`src/rtl/parking_pkg.sv`:
```
// Shared definitions for the parking lot controller: gate state encoding and
// default sizing constants.
package parking_pkg;

   typedef enum logic {
      GATE_IDLE = 1'b0,
      GATE_OPEN = 1'b1
   } gate_state_t;

   localparam int DEF_NUM_SLOTS = 4;
   localparam int DEF_GATE_HOLD = 3;
   // Wide enough for the largest legal hold time (255).
   localparam int TIMER_W       = 8;

endpackage

```
`src/rtl/parking_slot_alloc.sv`:
```
// Combinational priority encoder: returns the lowest-index set bit of the
// free bitmap, plus a flag telling whether any slot is free at all.
module parking_slot_alloc #(
   parameter  int NUM_SLOTS = 4,
   localparam int SLOT_W    = $clog2(NUM_SLOTS)
) (
   input  logic [NUM_SLOTS-1:0] free,
   output logic [SLOT_W-1:0]    index,
   output logic                 any_free
);

   always_comb begin
      index    = '0;
      any_free = |free;
      // Scan from the top so the lowest free index wins last.
      for (int i = NUM_SLOTS - 1; i >= 0; i--) begin
         if (free[i]) begin
            index = SLOT_W'(i);
         end
      end
   end

endmodule

```
`src/rtl/parking_fsm_param.sv`:
```
// Parking lot controller: occupancy bitmap, free-slot counter, lowest-free
// slot allocation and a gate that stays open GATE_HOLD cycles after activity.
module parking_fsm_param
   import parking_pkg::*;
#(
   parameter  int NUM_SLOTS = DEF_NUM_SLOTS,
   parameter  int GATE_HOLD = DEF_GATE_HOLD,
   localparam int SLOT_W    = $clog2(NUM_SLOTS),
   localparam int CNT_W     = $clog2(NUM_SLOTS + 1)
) (
   input  logic                 clk,
   input  logic                 reset,
   input  logic                 entry_signal,
   input  logic                 exit_signal,
   input  logic [SLOT_W-1:0]    exit_slot,
   output logic                 is_open,
   output logic                 is_full,
   output logic [NUM_SLOTS-1:0] spots,
   output logic [CNT_W-1:0]     capacity,
   output logic [SLOT_W-1:0]    location,
   output logic                 entry_reject,
   output logic                 exit_error
);

   localparam logic [TIMER_W-1:0] HOLD = TIMER_W'(GATE_HOLD);

   logic [NUM_SLOTS-1:0] exit_mask_p0;
   logic [NUM_SLOTS-1:0] spots_freed_p0;
   logic [NUM_SLOTS-1:0] entry_mask_p0;
   logic [NUM_SLOTS-1:0] spots_nxt_p0;
   logic [CNT_W-1:0]     cap_nxt_p0;
   logic [SLOT_W-1:0]    alloc_idx_p0;
   logic                 any_free_p0;
   logic                 exit_ok_p0;
   logic                 entry_ok_p0;
   logic                 event_p0;

   gate_state_t          state, state_nxt;
   logic [TIMER_W-1:0]   timer, timer_nxt;

   // Stage p0: exit is applied first so a same-cycle entry can reuse the slot.
   // An out-of-range exit_slot shifts the mask out entirely and reads as unoccupied.
   always_comb begin
      exit_mask_p0   = NUM_SLOTS'(1) << exit_slot;
      exit_ok_p0     = exit_signal && (|(spots & exit_mask_p0));
      spots_freed_p0 = exit_ok_p0 ? (spots & ~exit_mask_p0) : spots;
   end

   parking_slot_alloc #(
      .NUM_SLOTS (NUM_SLOTS)
   ) u_alloc (
      .free     (~spots_freed_p0),
      .index    (alloc_idx_p0),
      .any_free (any_free_p0)
   );

   always_comb begin
      entry_ok_p0   = entry_signal && any_free_p0;
      entry_mask_p0 = entry_ok_p0 ? (NUM_SLOTS'(1) << alloc_idx_p0) : '0;
      spots_nxt_p0  = spots_freed_p0 | entry_mask_p0;
      event_p0      = exit_ok_p0 || entry_ok_p0;
      cap_nxt_p0    = capacity;
      case ({exit_ok_p0, entry_ok_p0})
         2'b10:   cap_nxt_p0 = capacity + CNT_W'(1);
         2'b01:   cap_nxt_p0 = capacity - CNT_W'(1);
         default: cap_nxt_p0 = capacity;
      endcase
   end

   always_comb begin
      state_nxt = state;
      timer_nxt = timer;
      case (state)
         GATE_IDLE: begin
            if (event_p0) begin
               state_nxt = GATE_OPEN;
               timer_nxt = HOLD;
            end
         end
         GATE_OPEN: begin
            if (event_p0) begin
               timer_nxt = HOLD;
            end else if (timer <= TIMER_W'(1)) begin
               state_nxt = GATE_IDLE;
               timer_nxt = '0;
            end else begin
               timer_nxt = timer - TIMER_W'(1);
            end
         end
         default: begin
            state_nxt = GATE_IDLE;
            timer_nxt = '0;
         end
      endcase
   end

   // Stage p1: every visible output is a register loaded from stage p0.
   always_ff @(posedge clk) begin
      if (reset) begin
         spots        <= '0;
         capacity     <= CNT_W'(NUM_SLOTS);
         location     <= '0;
         is_full      <= 1'b0;
         entry_reject <= 1'b0;
         exit_error   <= 1'b0;
         state        <= GATE_IDLE;
         timer        <= '0;
      end else begin
         spots        <= spots_nxt_p0;
         capacity     <= cap_nxt_p0;
         is_full      <= (cap_nxt_p0 == '0);
         entry_reject <= entry_signal && !any_free_p0;
         exit_error   <= exit_signal && !exit_ok_p0;
         state        <= state_nxt;
         timer        <= timer_nxt;
         if (entry_ok_p0) begin
            location <= alloc_idx_p0;
         end
      end
   end

   assign is_open = (state == GATE_OPEN);

endmodule

```
`config.mk`:
```
export PLATFORM = sky130hd
export DESIGN_NAME = parking_fsm_param
export DESIGN_NICKNAME = d
export VERILOG_FILES = /design/src/rtl/parking_pkg.sv /design/src/rtl/parking_slot_alloc.sv /design/src/rtl/parking_fsm_param.sv
export SDC_FILE = /design/constraint.sdc
export NUM_CORES = 1
export LEC_CHECK = 0
export CORE_MARGIN = 2
export CORE_UTILIZATION = 45
export CTS_CLUSTER_SIZE = 25
export DETAILED_ROUTE_END_ITERATION = 10
export PLACE_DENSITY = 0.78
export SKIP_CTS_REPAIR_TIMING = 1
export SYNTH_ARGS = -nofsm -noshare
export SYNTH_HDL_FRONTEND = slang
export SYNTH_SLANG_ARGS = --single-unit
export TNS_END_PERCENT = 30
```
`constraint.sdc`:
```
create_clock -name clk -period 2.87 [get_ports clk]
set_input_delay 0.574 -clock clk [delete_from_list [all_inputs] [get_ports clk]]
set_output_delay 0.574 -clock clk [all_outputs]
set_load 0.05 [all_outputs]
```
==> results.md <==
- Root Buffer: clkbuf_4
- Fillers: 213
- Crit-path leading delay family: buffers and inverters
- Adder-cell share of the synthesized area: 0.0674
- Fin crit period: 2530 ps
- Multi-input logic area: 573 um^2
- Congestion Overflow GR: 0
- Area grow syn2layout: 25.6%
- Synth Warn #: 0
- Routed vias/inst: approximately 5.7
- DRC Markers: 0
- First-pass DRT Iterations: 4
- Initial antenna violation count: 0
- # nets final: 153
- Simple-gate share of the synthesized area: 0.236
- Register area share after synthesis: 0.404
- Final setup viols: 0
- Hold Crit Class: register to register
- Drt total wl: roughly 2200 um
- CP arrival: 2750 ps
- Place WS: -227 ps
- IO Pins: 19
- WS Path Type: input pin to register
- Routed wire per std cell: approximately 13 um
- Mux contribution to synthesized area: 0.0217
- Yosys cell types: 40
- Synthesized area per cell: 8.81 um^2
- Largest net degree at the start of global routing: 18
- Beginning of the worst hold path: location[0]
- Post-layout util: 0.596
- Status: complete, no violations
- Post-Syn Nets: about 130
- Hold worst-path end: location[0]
- CP required: 3090 ps
- FMAX: 395 MHz
- Port Buf Inserts: 18
- Clk slew on worst S/H paths: 120 ps
- Final Cycle Share: 0.881
- Post-synthesis xor/xnor area fraction: 0.0253
- Antenna-violating nets left: 0
- Worst-Margin Slew: 584 ps
- Max FO, Critical Path: 2
- Chip width: 52.1 um
- Vias in the first global route: 870
- Setup crit end kind: register
- Compound-cell area share of the yosys netlist: 0.201
- Critical Path Source: exit_slot[1]
- CP Cell Sequence: clkdlybuf4s50_1, mux4_2, nand2_1, ha_1, inv_1, fa_1, xnor2_1, nand2_1, xnor2_1, or2_2
- Commonest non-fill, non-tap cell in the layout: dfxtp_1
- Hold depth: 2
- Die H: 52.1 um
- Setup ws final: 340 ps
- Commonest non-fill, non-tap cells in the layout: dfxtp_1, clkdlybuf4s50_1, a21oi_1
- Ant. Diodes: 0
- Total track usage: 0.186
- Layout cells sized above 1: 0.121
- Worst VDD drop: 0.341 mV
- Synth Instances: 118
- RSZ-0062 raised after global routing: no
- Largest family of logic cells by synthesized area: simple AND/OR/NAND/NOR gates
- DP HPWL: 1710 um
- CTS tree: done
- Worst path max stage delay: 490 ps
- Standard-cell rows: 17
- Placer Congestion: 0.759
- First-pass GRT wire length: 3730 um
- Critical R2R Launch: spots[2]
- Die area: around 0.0027 mm^2
- Overall power: 0.650 mW
- Final Slew Violations: 0
- Worst Setup Start Kind: input pin
- Htree depth: 1
- Seq cells post-synth: 21
- Worst r2r path cells: 9
- Static Leakage: 0.486 nW
- Worst path slowest cell: clkdlybuf4s50_1
- Total CTS buffers: 3
- Buf/Inv on CP: 2
- Initial drt markers: 25
- Maxcap violations: 0
- Final Hold Vio Count: 0
- Clock Sinks: 21
- Fin Clk Skew: 8.58 ps
- FF+latch area: 420 um^2
- Clk_lat worst skew: 310 ps
- Initial core utilization: 0.475
- Clk buf depth: 2
- Rel. slew slack: 0.610
- Vias: approximately 970
- R2r setup slk: 510 ps
- Core Area: 0.00219 mm^2
- Pwr/cell area: 498 mW/mm^2
- Post-Syn Area: 0.00104 mm^2
- Crit Reg-Reg Endpoint: capacity[2]
[metal layers]
| metal | part of all wire | GRT usage |
|---|---|---|
| met1 | 0.43 | 0.185 |
| met2 | 0.52 | 0.348 |
| met3 | 0.040 | 0.0632 |
| met4 | 0.017 | 0.0746 |
| met5 | 0 | 0 |
[how the worst max path moves through the flow]
stage                     cells after the start  slack, ps     endpoint
after floorplan                              10        110  capacity[2]
after global placement                       10       -130  capacity[2]
after detailed placement                     10       -230  capacity[2]
after CTS                                    10        130  capacity[2]
after global routing                         10        220  capacity[2]
final                                        10        340  capacity[2]
[synth_stat cells]
library cell,instances,area [um^2]
or2_2,1,6.26
a31oi_1,1,6.26
o21ai_0,7,35.0
clkbuf_1,3,11.3
or3_1,2,12.5
nand2_1,8,30.0
nand4_1,2,12.5
o31ai_1,1,7.51
and3_1,1,6.26
or4_4,1,11.3
ha_1,4,50.1
dfxtp_1,21,420
o41ai_1,1,8.76
nor2_1,8,30.0
nand2b_1,3,18.8
a21oi_2,1,8.76
a31o_2,1,8.76
a211oi_1,2,15.0
nor4_1,2,12.5
a22oi_1,2,15.0
or2_1,1,6.26
nor3_1,5,25.0
fa_1,1,20.0
a21oi_1,11,55.1
and4_1,1,8.76
xnor2_1,3,26.3
o211ai_1,1,7.51
buf_2,1,5.00
o21ai_1,1,5.00
or4b_4,1,13.8
a221oi_1,1,8.76
or4_1,2,15.0
inv_1,8,30.0
o41ai_2,1,16.3
nor3b_1,1,7.51
nand3b_1,1,7.51
nand3_1,3,15.0
nand2_2,1,6.26
o221a_1,1,11.3
mux4_2,1,22.5
[registers in the layout, summed over array words and instances (netlist names)]
| signal | count |
|---|---|
| is_full | 1 |
| is_open | 1 |
| exit_error | 1 |
| timer | 8 |
| entry_reject | 1 |
| spots | 4 |
| capacity | 3 |
| location | 2 |
[cell type report]
cell class / instances / area share
multi-input cells: 85 / 0.439
flip-flops and latches: 21 / 0.322
repair buffers: 23 / 0.169
well taps: 28 / 0.0268
inverters: 8 / 0.0230
clock buffers: 3 / 0.0172
clock inverters: 1 / 0.00383
[per-stage QoR]
stage	cell area [um^2]	setup TNS [ps]	hold WS, ps	cells
CTS	1300	0	509	169
floorplan	1040	0	457	118
global route	1310	0	535	169
global placement	1280	-134	471	165
finish	1310	0	506	169
detailed placement	1280	-299	483	165
[kinds of logic after synthesis]
kind of cell / after synthesis
flip-flops: 21
adder cells (fa/ha/maj): 5
XOR/XNOR: 3
multiplexers: 1
AO/OA/AOI/OAI: 32
AND/OR/NAND/NOR: 44
buffers and inverters: 12
[power by group]
part | switching (mW) | internal (mW)
clock network | 0.0944 | 0.0521
registers | 0.0169 | 0.309
logic | 0.106 | 0.0720
total | 0.217 | 0.433
[worst register-to-register path, cell delays in order, from the launching register on]
cell and delay, ps:
dfxtp_1 400, mux4_2 510, nand2_1 110, ha_1 170, inv_1 50, fa_1 370, xnor2_1 180, nand2_1 80
xnor2_1 130, or2_2 270
Note: power is estimated with default switching activity, not from simulation.
